<file path="src/rtl/cpu_types_pkg.sv">
// Shared pipeline types for the MIPS datapath: widths, write-back source
// select, memory-stage FSM states and the EX/MEM and MEM/WB latch payloads.
package cpu_types_pkg;

    localparam int unsigned WORD_W = 32;
    localparam int unsigned REG_W  = 5;

    // Write-back source; encoding 3 is reserved and treated as ALU.
    typedef enum logic [1:0] {
        REG_ALU  = 2'd0,
        REG_LOAD = 2'd1,
        REG_LINK = 2'd2
    } regsel_t;

    typedef enum logic {
        IDLE   = 1'b0,
        ACCESS = 1'b1
    } memstate_t;

    typedef struct packed {
        logic [WORD_W-1:0] npc;
        logic              dren;
        logic              dwen;
        logic              regwr;
        regsel_t           regsel;
        logic [REG_W-1:0]  regdst;
        logic [WORD_W-1:0] aluout;
        logic [WORD_W-1:0] rtdat;
    } exmem_t;

    typedef struct packed {
        logic              regwr;
        logic [REG_W-1:0]  regdst;
        logic [WORD_W-1:0] wdat;
    } memwb_t;

    // Dcache addresses are word granular.
    function automatic logic [WORD_W-1:0] word_align(input logic [WORD_W-1:0] a);
        return {a[WORD_W-1:2], 2'b00};
    endfunction

endpackage

</file>
<file path="src/rtl/dmem_req_fsm.sv">
// Data-cache request sequencer for the memory stage.
// Ports: CLK/RST; advance (pipeline moves this cycle); start (a memory op is
// being captured into EX/MEM); dren/dwen of the latched op; dhit/dmemload
// from the dcache; dmemREN/dmemWEN requests; mem_stall; load_q/ld_valid hold
// load data that returned while the pipeline could not advance.
module dmem_req_fsm
    import cpu_types_pkg::*;
(
    input  logic              CLK,
    input  logic              RST,
    input  logic              advance,
    input  logic              start,
    input  logic              dren,
    input  logic              dwen,
    input  logic              dhit,
    input  logic [WORD_W-1:0] dmemload,
    output logic              dmemREN,
    output logic              dmemWEN,
    output logic              mem_stall,
    output logic [WORD_W-1:0] load_q,
    output logic              ld_valid
);

    memstate_t state_q;
    memstate_t state_d;

    // State register.
    always_ff @(posedge CLK or posedge RST) begin
        if (RST) begin
            state_q <= IDLE;
        end else begin
            state_q <= state_d;
        end
    end

    // Next state and request outputs. A dhit cycle may also advance a new
    // memory op into EX/MEM, which starts its access straight away.
    always_comb begin
        state_d   = state_q;
        dmemREN   = 1'b0;
        dmemWEN   = 1'b0;
        mem_stall = 1'b0;
        case (state_q)
            IDLE: begin
                if (start) begin
                    state_d = ACCESS;
                end
            end
            ACCESS: begin
                dmemWEN   = dwen;
                dmemREN   = dren & ~dwen;
                mem_stall = ~dhit;
                if (dhit) begin
                    state_d = start ? ACCESS : IDLE;
                end
            end
            default: state_d = IDLE;
        endcase
    end

    // Load data capture; ld_valid marks data that arrived without an advance.
    always_ff @(posedge CLK or posedge RST) begin
        if (RST) begin
            load_q   <= '0;
            ld_valid <= 1'b0;
        end else begin
            if (dmemREN && dhit) begin
                load_q <= dmemload;
            end
            if (advance) begin
                ld_valid <= 1'b0;
            end else if (dmemREN && dhit) begin
                ld_valid <= 1'b1;
            end
        end
    end

endmodule

</file>
<file path="src/rtl/mem_stage.sv">
// MEM stage of the 5-stage MIPS pipeline: EX/MEM latch, dcache request
// handshake, write-back value select and MEM/WB latch.
// Ports: CLK/RST; ihit/flush pipeline control; ex_* execute-stage results;
// dhit/dmemload and dmemREN/dmemWEN/dmemaddr/dmemstore dcache interface;
// mem_stall upstream hold; fwd_* forwarding info; wb_* MEM/WB latch.
module mem_stage
    import cpu_types_pkg::*;
(
    input  logic              CLK,
    input  logic              RST,
    input  logic              ihit,
    input  logic              flush,
    input  logic [WORD_W-1:0] ex_nPC,
    input  logic              ex_dREN,
    input  logic              ex_dWEN,
    input  logic              ex_regWr,
    input  logic [1:0]        ex_regSel,
    input  logic [REG_W-1:0]  ex_regDst,
    input  logic [WORD_W-1:0] ex_ALUOut,
    input  logic [WORD_W-1:0] ex_rtdat,
    input  logic              dhit,
    input  logic [WORD_W-1:0] dmemload,
    output logic              dmemREN,
    output logic              dmemWEN,
    output logic [WORD_W-1:0] dmemaddr,
    output logic [WORD_W-1:0] dmemstore,
    output logic              mem_stall,
    output logic              fwd_regWr,
    output logic [REG_W-1:0]  fwd_regDst,
    output logic [WORD_W-1:0] fwd_dat,
    output logic              wb_regWr,
    output logic [REG_W-1:0]  wb_regDst,
    output logic [WORD_W-1:0] wb_wdat
);

    exmem_t            exmem_q;
    exmem_t            ex_cap_c;
    memwb_t            memwb_q;
    memwb_t            memwb_c;
    logic              advance_c;
    logic              start_c;
    logic [WORD_W-1:0] load_q;
    logic              ld_valid;

    assign advance_c = ihit & ~mem_stall;

    // Value captured into EX/MEM on advance; flush inserts a bubble.
    always_comb begin
        ex_cap_c = '0;
        if (!flush) begin
            ex_cap_c.npc    = ex_nPC;
            ex_cap_c.dren   = ex_dREN;
            ex_cap_c.dwen   = ex_dWEN;
            ex_cap_c.regwr  = ex_regWr;
            ex_cap_c.regsel = regsel_t'(ex_regSel);
            ex_cap_c.regdst = ex_regDst;
            ex_cap_c.aluout = ex_ALUOut;
            ex_cap_c.rtdat  = ex_rtdat;
        end
    end

    assign start_c = advance_c & (ex_cap_c.dren | ex_cap_c.dwen);

    dmem_req_fsm u_req (
        .CLK       (CLK),
        .RST       (RST),
        .advance   (advance_c),
        .start     (start_c),
        .dren      (exmem_q.dren),
        .dwen      (exmem_q.dwen),
        .dhit      (dhit),
        .dmemload  (dmemload),
        .dmemREN   (dmemREN),
        .dmemWEN   (dmemWEN),
        .mem_stall (mem_stall),
        .load_q    (load_q),
        .ld_valid  (ld_valid)
    );

    // EX/MEM latch.
    always_ff @(posedge CLK or posedge RST) begin
        if (RST) begin
            exmem_q <= '0;
        end else if (advance_c) begin
            exmem_q <= ex_cap_c;
        end
    end

    // Write-back select; load data comes live from the dcache unless it was
    // parked in load_q during an ihit stall.
    always_comb begin
        memwb_c        = '0;
        memwb_c.regwr  = exmem_q.regwr;
        memwb_c.regdst = exmem_q.regdst;
        case (exmem_q.regsel)
            REG_LOAD: memwb_c.wdat = ld_valid ? load_q : dmemload;
            REG_LINK: memwb_c.wdat = exmem_q.npc;
            default:  memwb_c.wdat = exmem_q.aluout;
        endcase
    end

    // MEM/WB latch.
    always_ff @(posedge CLK or posedge RST) begin
        if (RST) begin
            memwb_q <= '0;
        end else if (advance_c) begin
            memwb_q <= memwb_c;
        end
    end

    assign dmemaddr   = word_align(exmem_q.aluout);
    assign dmemstore  = exmem_q.rtdat;

    // Loads are never forwarded from here; the hazard unit stalls load-use.
    assign fwd_regWr  = exmem_q.regwr & (exmem_q.regsel != REG_LOAD);
    assign fwd_regDst = exmem_q.regdst;
    assign fwd_dat    = (exmem_q.regsel == REG_LINK) ? exmem_q.npc : exmem_q.aluout;

    assign wb_regWr   = memwb_q.regwr;
    assign wb_regDst  = memwb_q.regdst;
    assign wb_wdat    = memwb_q.wdat;

endmodule

</file>
<file path="config.mk">
export PLATFORM = sky130hd
export DESIGN_NAME = mem_stage
export DESIGN_NICKNAME = d
export VERILOG_FILES = /design/src/rtl/cpu_types_pkg.sv /design/src/rtl/dmem_req_fsm.sv /design/src/rtl/mem_stage.sv
export SDC_FILE = /design/constraint.sdc
export NUM_CORES = 1
export LEC_CHECK = 0
export BUFFER_PORTS_ARGS = -buffer_cell sky130_fd_sc_hd__buf_4
export CORE_MARGIN = 2
export CORE_UTILIZATION = 50
export DETAILED_ROUTE_END_ITERATION = 7
export PLACE_DENSITY = 0.78
export SYNTH_ARGS = -nofsm -noshare
export SYNTH_HDL_FRONTEND = slang
export SYNTH_SLANG_ARGS = --single-unit
</file>
<file path="constraint.sdc">
create_clock -name CLK -period 9.63 [get_ports CLK]
set_input_delay 0 -clock CLK [delete_from_list [all_inputs] [get_ports CLK]]
set_output_delay 0 -clock CLK [all_outputs]
set_load 0.02 [all_outputs]
</file>
Yosys cells after proc, flatten, opt, wreduce, memory -nomap -nowiden
Index checks and enable logic that the tools add are counted.

Input bits: 143. Register bits: 178. Output and inout port bits: 143.

Bitwise operators: 9. Eq/ne operators: 3. Mux-type cells: 12. Reduce and logical (&&, ||, !) cells: 2.

Operator list (number): 2-to-1 mux 106 bit (1); 2-to-1 mux 32 bit (2); one-hot mux 32 bit (2 select lines) (1); 2-to-1 mux 1 bit (7); AND 1 bit (4); NOT 1 bit (4); == test 2 x 1 -> 1 bit (second input constant) (1); == test 2 bit (second input constant) (1); inequality test 2 x 1 -> 1 bit (second input constant) (1); one-hot mux 1 bit (2 select lines) (1); nonzero test 2 bit (1); logical AND 1 bit (1); bitwise OR 1 bit (1).

Longest topological paths before layout
Gate-level depths: netlist of the first run.

Word-level depth: 8. Gate-level depth with buffers: 7.

By module
A second synthesis of the first run with hierarchy kept.

Cells, all modules: 893. Area total of the unflattened synthesis: 9332.7 um^2.

Modules (own cells, without submodules): mem_stage (sequential area each 3603.5 um^2, cells each 815, area an instance 7916.3 um^2, times used 1); dmem_req_fsm (sequential area each 850.8 um^2, cells each 78, area an instance 1416.4 um^2, times used 1).

Worst setup path before layout of the first run
OpenSTA, ideal clock, no wires.

Path kind: reg2reg. Start: register exmem_q[69] in the netlist's numbering. End: register memwb_q (netlist bit wb_wdat[8]). Stages on the path, launching flop included: 8. Arrival time: 1.440 ns. Slack: 8.062 ns. Setup time: 0.128 ns. Clock period less this slack: 1.568 ns. Path through: dfrtp_1 > inv_1 > ha_1 > buf_2 > buf_4 > clkbuf_1 > a221oi_1 > o2bb2ai_1.

Word-level cells in the longest chain between the ends: 2. Elaborated cells between the ends (all ways): 3. Classes of those cells: 2 x eq/ne; 1 x mux.

Ends and longest elaborated chain: start: declaration (line mem_stage.sv:36) `exmem_t exmem_q;`; start signal: assignment (line mem_stage.sv:85) `exmem_q <= ex_cap_c;`; == test 2 bit / == test 2 x 1 -> 1 bit (equally long branches) (line mem_stage.sv:95) `case (exmem_q.regsel)`; one-hot mux 32 bit (2 select lines) * (line mem_stage.sv:95); end signal: assignment (line mem_stage.sv:107) `memwb_q <= memwb_c;`; end: declaration (line mem_stage.sv:38) `memwb_t memwb_q;`.

Every way passes the cells marked *; elsewhere a longest branch is shown, timed or not. A chain may end at the register's enable or synchronous reset.

Worst setup path in the final report of the first run
Start: register u_req.state_q. End: register memwb_q (netlist bit wb_regDst[3]).

Word-level cells in the longest chain between the ends: 3.

Ends and longest elaborated chain: start: declaration (line dmem_req_fsm.sv:24) `memstate_t state_q;`; start signal: assignment (line dmem_req_fsm.sv:32) `state_q <= state_d;`; 2-to-1 mux 1 bit (line dmem_req_fsm.sv:43) `case (state_q)`; NOT 1 bit (line mem_stage.sv:45) `assign advance_c = ihit & ~mem_stall;`; AND 1 bit (line mem_stage.sv:45).

Every way passes these cells.

==> results of run 1 <==
per-stage QoR:
| stage | utilization | setup slack, ps | total power, mW | cells | cell area (um^2) |
|---|---|---|---|---|---|
| final | 0.696 | 6900 | 2.46 | 1334 | 12900 |
| after global routing | 0.696 | 6770 | 2.56 | 1334 | 12900 |
| after CTS | 0.696 | 6930 | 2.46 | 1334 | 12900 |
| after detailed placement | 0.585 | 6950 | 1.64 | 1164 | 10900 |
| after global placement | 0.585 | 6970 | 1.62 | 1164 | 10900 |
| after floorplan | - | 4800 | 1.41 | 791 | 9380 |
cell type report:
cell class                 count  area share
sequential                   178       0.344
multi-input combinational    456       0.303
timing repair buffer         430       0.277
clock buffer                  22      0.0374
tap                          234      0.0226
clock inverter                 8      0.0135
inverter                       6     0.00222
path summary, 6_finish.rpt:
| path | endpoint | slack [ps] | depth (start not counted) |
|---|---|---|---|
| worst min register to register | wb_wdat[7] | 490 | 1 |
| worst min-delay path | wb_wdat[22] | 150 | 3 |
| worst max register to register | wb_regDst[3] | 6900 | 4 |
| min in group asynchronous | dmemstore[3] | 320 | 3 |
| worst max-delay path | wb_regDst[3] | 6900 | 4 |
| max in group asynchronous | u_req.ld_valid | 7760 | 4 |
synthesized netlist by cell type, types with 2 or more instances:
library cell,n
buf_6,18
buf_2,18
inv_1,5
dfrtp_1,178
a31o_1,79
a21boi_0,104
a221oi_1,31
nand2_1,2
ha_1,2
clkbuf_1,42
nand3_1,32
a21oi_1,3
a31o_2,27
mux2_4,5
buf_4,71
o2bb2ai_1,32
mux2_2,97
buf_1,2
nand2b_1,32
worst max-delay path: stages, from the launching register on:
cell      delay (ps)
dfrtp_1          430
nand2b_4         410
and2_4           580
buf_4            730
mux2_2           410
layer usage:
layer  vias to the layer above  wire [um]
met1                      3922      11100
met2                       310      14200
met3                        68       1600
met4                         0        877
li1                       3468          -
met5                         -          0
cell families after synthesis:
| logic type | share of synthesized area |
|---|---|
| AOI/OAI and AO/OA | 0.245 |
| adders and majority gates | 0.00267 |
| buffers and inverters | 0.108 |
| DFF | 0.475 |
| muxes | 0.124 |
| other | 0.000400 |
| and+or+nand+nor | 0.0446 |
registers in the layout, indices dropped and copies added, names as in the netlist:
| signal | flops |
|---|---|
| u_req.state_q | 1 |
| u_req.ld_valid | 1 |
| wb_wdat | 32 |
| exmem_q | 39 |
| dmemaddr | 30 |
| u_req.load_q | 32 |
| dmemstore | 32 |
| fwd_regDst | 5 |
| wb_regDst | 5 |
| wb_regWr | 1 |
power groups by stage:
stage / logic (mW) / registers (mW) / clock network [mW]
2_1_floorplan: 0.409 / 1.00 / 0
3_3_place_gp: 0.639 / 0.978 / 0
3_5_place_dp: 0.653 / 0.983 / 0
4_1_cts: 0.702 / 0.972 / 0.788
5_1_grt: 0.752 / 0.991 / 0.819
6_report: 0.706 / 0.976 / 0.779
==> impl_metrics.tcl, run 1 <==
set metrics [dict create \
    status "finished clean" \
    antenna_left 0 \
    hold_class "in2reg" \
    yosys.cell_types.count 29 \
    fmax_mhz 366 \
    routedWlPerCell_um 20.8 \
    dr.pass1.iters 4 \
    syn_area_per_cell_um2 11.9 \
    antenna_found_initial 0 \
    cp-end-kind "register" \
    diodes 0 \
    seq_area_frac_synth 0.475 \
    drt_iter0_drc 428 \
    drive_gt1_frac 0.416 \
    hpwlAfterDp_mm 15.7 \
    relSlewSlack 0.180 \
    dieWidth_um 141 \
    grt_pass1_vias 8062 \
    startpoint "u_req.state_q" \
    max_cap_violations 0 \
    start_util 0.505 \
    synthesis.area_um2 9380 \
    clockBufferDepth 2 \
    synth_edf_count 0 \
    p_leak_nw 5.96 \
    pwr-share-seq 0.396 \
    use_met1 0.350 \
    drc 0 \
    vias 7768 \
    grt_first_pass_wirelength_mm 43.4 \
    cellInternalPower_mw 1.73 \
    required_ps 9940 \
    period_share 0.284 \
    critPathArrivalTime_ps 3040 \
    clkPwrFrac 0.317 \
    ys_async_sr_fraction 1.00 \
    drv_slew 0 \
    postCtsSetupRepairBufs 0 \
    finalSetupViolCount 0 \
    die_h_um 141 \
    grt_busiest_layer "met2" \
    p_comb_frac 0.287 \
    io_buffers 283 \
    core-area_um2 18600 \
    ys_ff_latch 178 \
    hold_buffers 140 \
    h-tree-depth 4 \
    sw_frac_of_total 0.299 \
    grt_usage 0.277 \
    gr-usage-met2 0.473 \
    clock_latency_ps 420 \
    drt-vias-per-instance 5.82 \
    cts_tree "built" \
    mostFrequentLayoutCells "buf_4 (290), dfrtp_1 (177), dlygate4sd3_1 (140)" \
    irDropWorstVdd_mv 0.121 \
    cts_resized 0 \
    ys_warn_count 0 \
    nFillCells 1316 \
    synthToLayoutAreaGrowth_pct 37.9 \
    die_area_um2 19900 \
    synthFlopType "dfrtp_1" \
    clkSinkCount 178 \
    rows 50 \
    finalCriticalPeriod_ps 2730 \
    rsz0062_at_grt "false" \
    hp-start "ihit" \
    skew_ps 12.0 \
    crit_type "reg2reg" \
    multi_input_area_um2 3920 \
    switchingPower_mw 0.735 \
    netlist_instances 790 \
    drt-total-wl_mm 27.8 \
    r2r_start "u_req.state_q" \
    worst_setup_path_start_kind "register" \
    grt_max_degree 108 \
    synth_largest_area_cell "dfrtp_1" \
    cts-root-buf "clkbuf_16" \
    layout_commonest_cell "buf_4" \
    overflow 0 \
    grtUsageMet3 0.0577 \
    ff_latch_area_um2 4460 \
    synthTopCellsByArea "dfrtp_1 (47%), mux2_2 (12%), a21boi_0 (8.3%)" \
    gp_congestion 0.811 \
    tightest_slew_ps 1230 \
    clkTransAtPathRegs_ps 70 \
    path_max_fanout 71 \
    nets 1234 \
    finalSetupTns_ps 0 \
    holdWs_ps 146 \
    synth_top_area_frac 0.475 \
    hold_viol_final 0 \
    io_pins 286 \
    cts_made_buffers 17 \
    pwr_density_cell_nw_per_um2 190 \
]
Note: power is estimated with default switching activity, not from simulation.
==> inputs of run 2 (changes only) <==
==> constraint.sdc (replaced) <==
create_clock -name CLK -period 2.6 [get_ports CLK]
set_input_delay 0 -clock CLK [delete_from_list [all_inputs] [get_ports CLK]]
set_output_delay 0 -clock CLK [all_outputs]
set_load 0.02 [all_outputs]
==> run 2 against run 1 <==
Compared with the run above: global-route usage up 0.45 points; routed wire length increased by 0.12%; final cell count increased by 1.2%.
==> impl_metrics.tcl, run 2 (synthesis results as in run 1) <==
set metrics [dict create \
    status "finished clean" \
    largest_register_ffs 39 \
    drive_gt1_frac 0.422 \
    period_share 0.756 \
    grt_pass1_vias 8164 \
    nFillCells 1287 \
    required_ps 2600 \
    rows 50 \
    regMostFlops "exmem_q" \
    antenna_found_initial 1 \
    crit_type "reg2out" \
    irDropWorstVdd_mv 0.512 \
    critPathArrivalTime_ps 1970 \
    pwr_density_cell_nw_per_um2 684 \
    clock_latency_ps 430 \
    nets 1247 \
    cp-end-kind "output pin" \
    max_cap_violations 0 \
    io_buffers 283 \
    path_max_fanout 38 \
    ff_latch_area_um2 4460 \
    holdWs_ps 18.8 \
    critPathSlowestCell "dfrtp_1" \
    clkSinkCount 178 \
    die_h_um 141 \
    grt_max_degree 82 \
    hpwlAfterDp_mm 16.8 \
    drt_iter0_drc 447 \
    layout_commonest_cell "buf_4" \
    clkTransAtPathRegs_ps 60 \
    routedWlPerCell_um 20.6 \
    core-area_um2 18600 \
    drv_slew 0 \
    worst_setup_path_start_kind "register" \
    cts-root-buf "clkbuf_16" \
    mostFrequentLayoutCells "buf_4 (297), dfrtp_1 (177), dlygate4sd3_1 (139)" \
    finalSetupViolCount 0 \
    postCtsSetupRepairBufs 0 \
    relSlewSlack 0.426 \
    overflow 0 \
    start_util 0.505 \
    dieWidth_um 141 \
    hold_viol_final 0 \
    grt_usage 0.282 \
    finalSetupTns_ps 0 \
    skew_ps 18.1 \
    antenna_left 0 \
    gp_congestion 0.764 \
    fin_util 0.703 \
    hold_class "in2reg" \
    clockBufferDepth 2 \
    p_leak_nw 6.02 \
    drc 0 \
    drt-total-wl_mm 27.8 \
    finalCriticalPeriod_ps 1970 \
    h-tree-depth 4 \
    dpl.cell_count 1178 \
    multi_input_area_um2 3920 \
    fin_cells 1350 \
    worst_path_largest_cell_delay_ps 390 \
    path_cells "inv_1 > ha_2 > buf_12 > mux2_2 > buf_4" \
    tightest_slew_ps 860 \
    synthToLayoutAreaGrowth_pct 39.3 \
    dr.pass1.iters 5 \
    cts_tree "built" \
    p_total_mw 8.94 \
    drt-vias-per-instance 5.78 \
    fmax_mhz 509 \
    vias 7801 \
    die_area_um2 19900 \
    io_pins 286 \
    grt_first_pass_wirelength_mm 44.2 \
    cts_made_buffers 17 \
    rsz0062_at_grt "false" \
]
==> run 2: cell count changes in the layout (fill, tap and decap cells not counted) <==
cell / delta
bufinv_16: -2
buf_4: +7
diode_2: +2
buf_12: +7
clkinv_2: +1
nand2_1: +1
clkinvlp_4: +2
nand2_2: -1
inv_6: -1
clkbuf_1: +2
dlygate4sd3_1: -1
clkbuf_8: -1
==> run 2: through the flow <==
step,cell area [um^2],setup slack (ps)
after floorplan,9390,319
after global placement,11100,725
after detailed placement,11100,682
after CTS,13100,613
after global routing,13100,509
final,13100,635
==> run 2: area by class of cell <==
cell class	instances	share of cell area
Multi-Input combinational cell	456	0.300
Inverter	6	0.00211
Sequential cell	178	0.341
Clock buffer	23	0.0366
Antenna cell	2	0.000383
Tap cell	234	0.0224
Clock inverter	8	0.00977
Timing Repair Buffer	443	0.288
==> run 2: final timing paths <==
kind                       slack, ps             to         from  depth (start not counted)
setup / recovery                 630     fwd_dat[2]  exmem_q[69]                          5
hold / removal                    20     wb_wdat[0]         ihit                          3
setup reg to reg                 680    wb_wdat[12]  exmem_q[69]                          6
hold reg to reg                  490    wb_wdat[28]  wb_wdat[28]                          1
max in group asynchronous       1580    dmemaddr[9]          RST                          4
min in group asynchronous        190  dmemstore[10]          RST                          3
==> run 2: what timing repair did <==
action	4_1_cts	5_1_grt
hold buffers	139	0
hold endpoints to repair	157	0
resized for setup	0	0
==> run 2: critical path: cells and delay by family, from the launching register on <==
family | cells | cell delay, ps
flip-flops | 1 | 390
adder cells (fa/ha/maj) | 1 | 240
multiplexers | 1 | 390
buffers and inverters | 3 | 510
==> run 2: report_power, final <==
part	switching [mW]	leakage, nW	total [mW]	internal, mW
registers	0.324	2.29	3.60	3.28
logic	1.31	3.44	2.66	1.35
clock network	1.09	0.289	2.68	1.59
total	2.73	6.02	8.94	6.22
==> run 2: metal layers <==
| layer | vias to the layer above | GRT usage | part of all wire |
|---|---|---|---|
| met4 | 0 | 0.102 | 0.028 |
| met5 | - | 0 | 0 |
| met2 | 335 | 0.469 | 0.50 |
| met1 | 3910 | 0.359 | 0.41 |
| li1 | 3497 | - | - |
| met3 | 59 | 0.0690 | 0.064 |
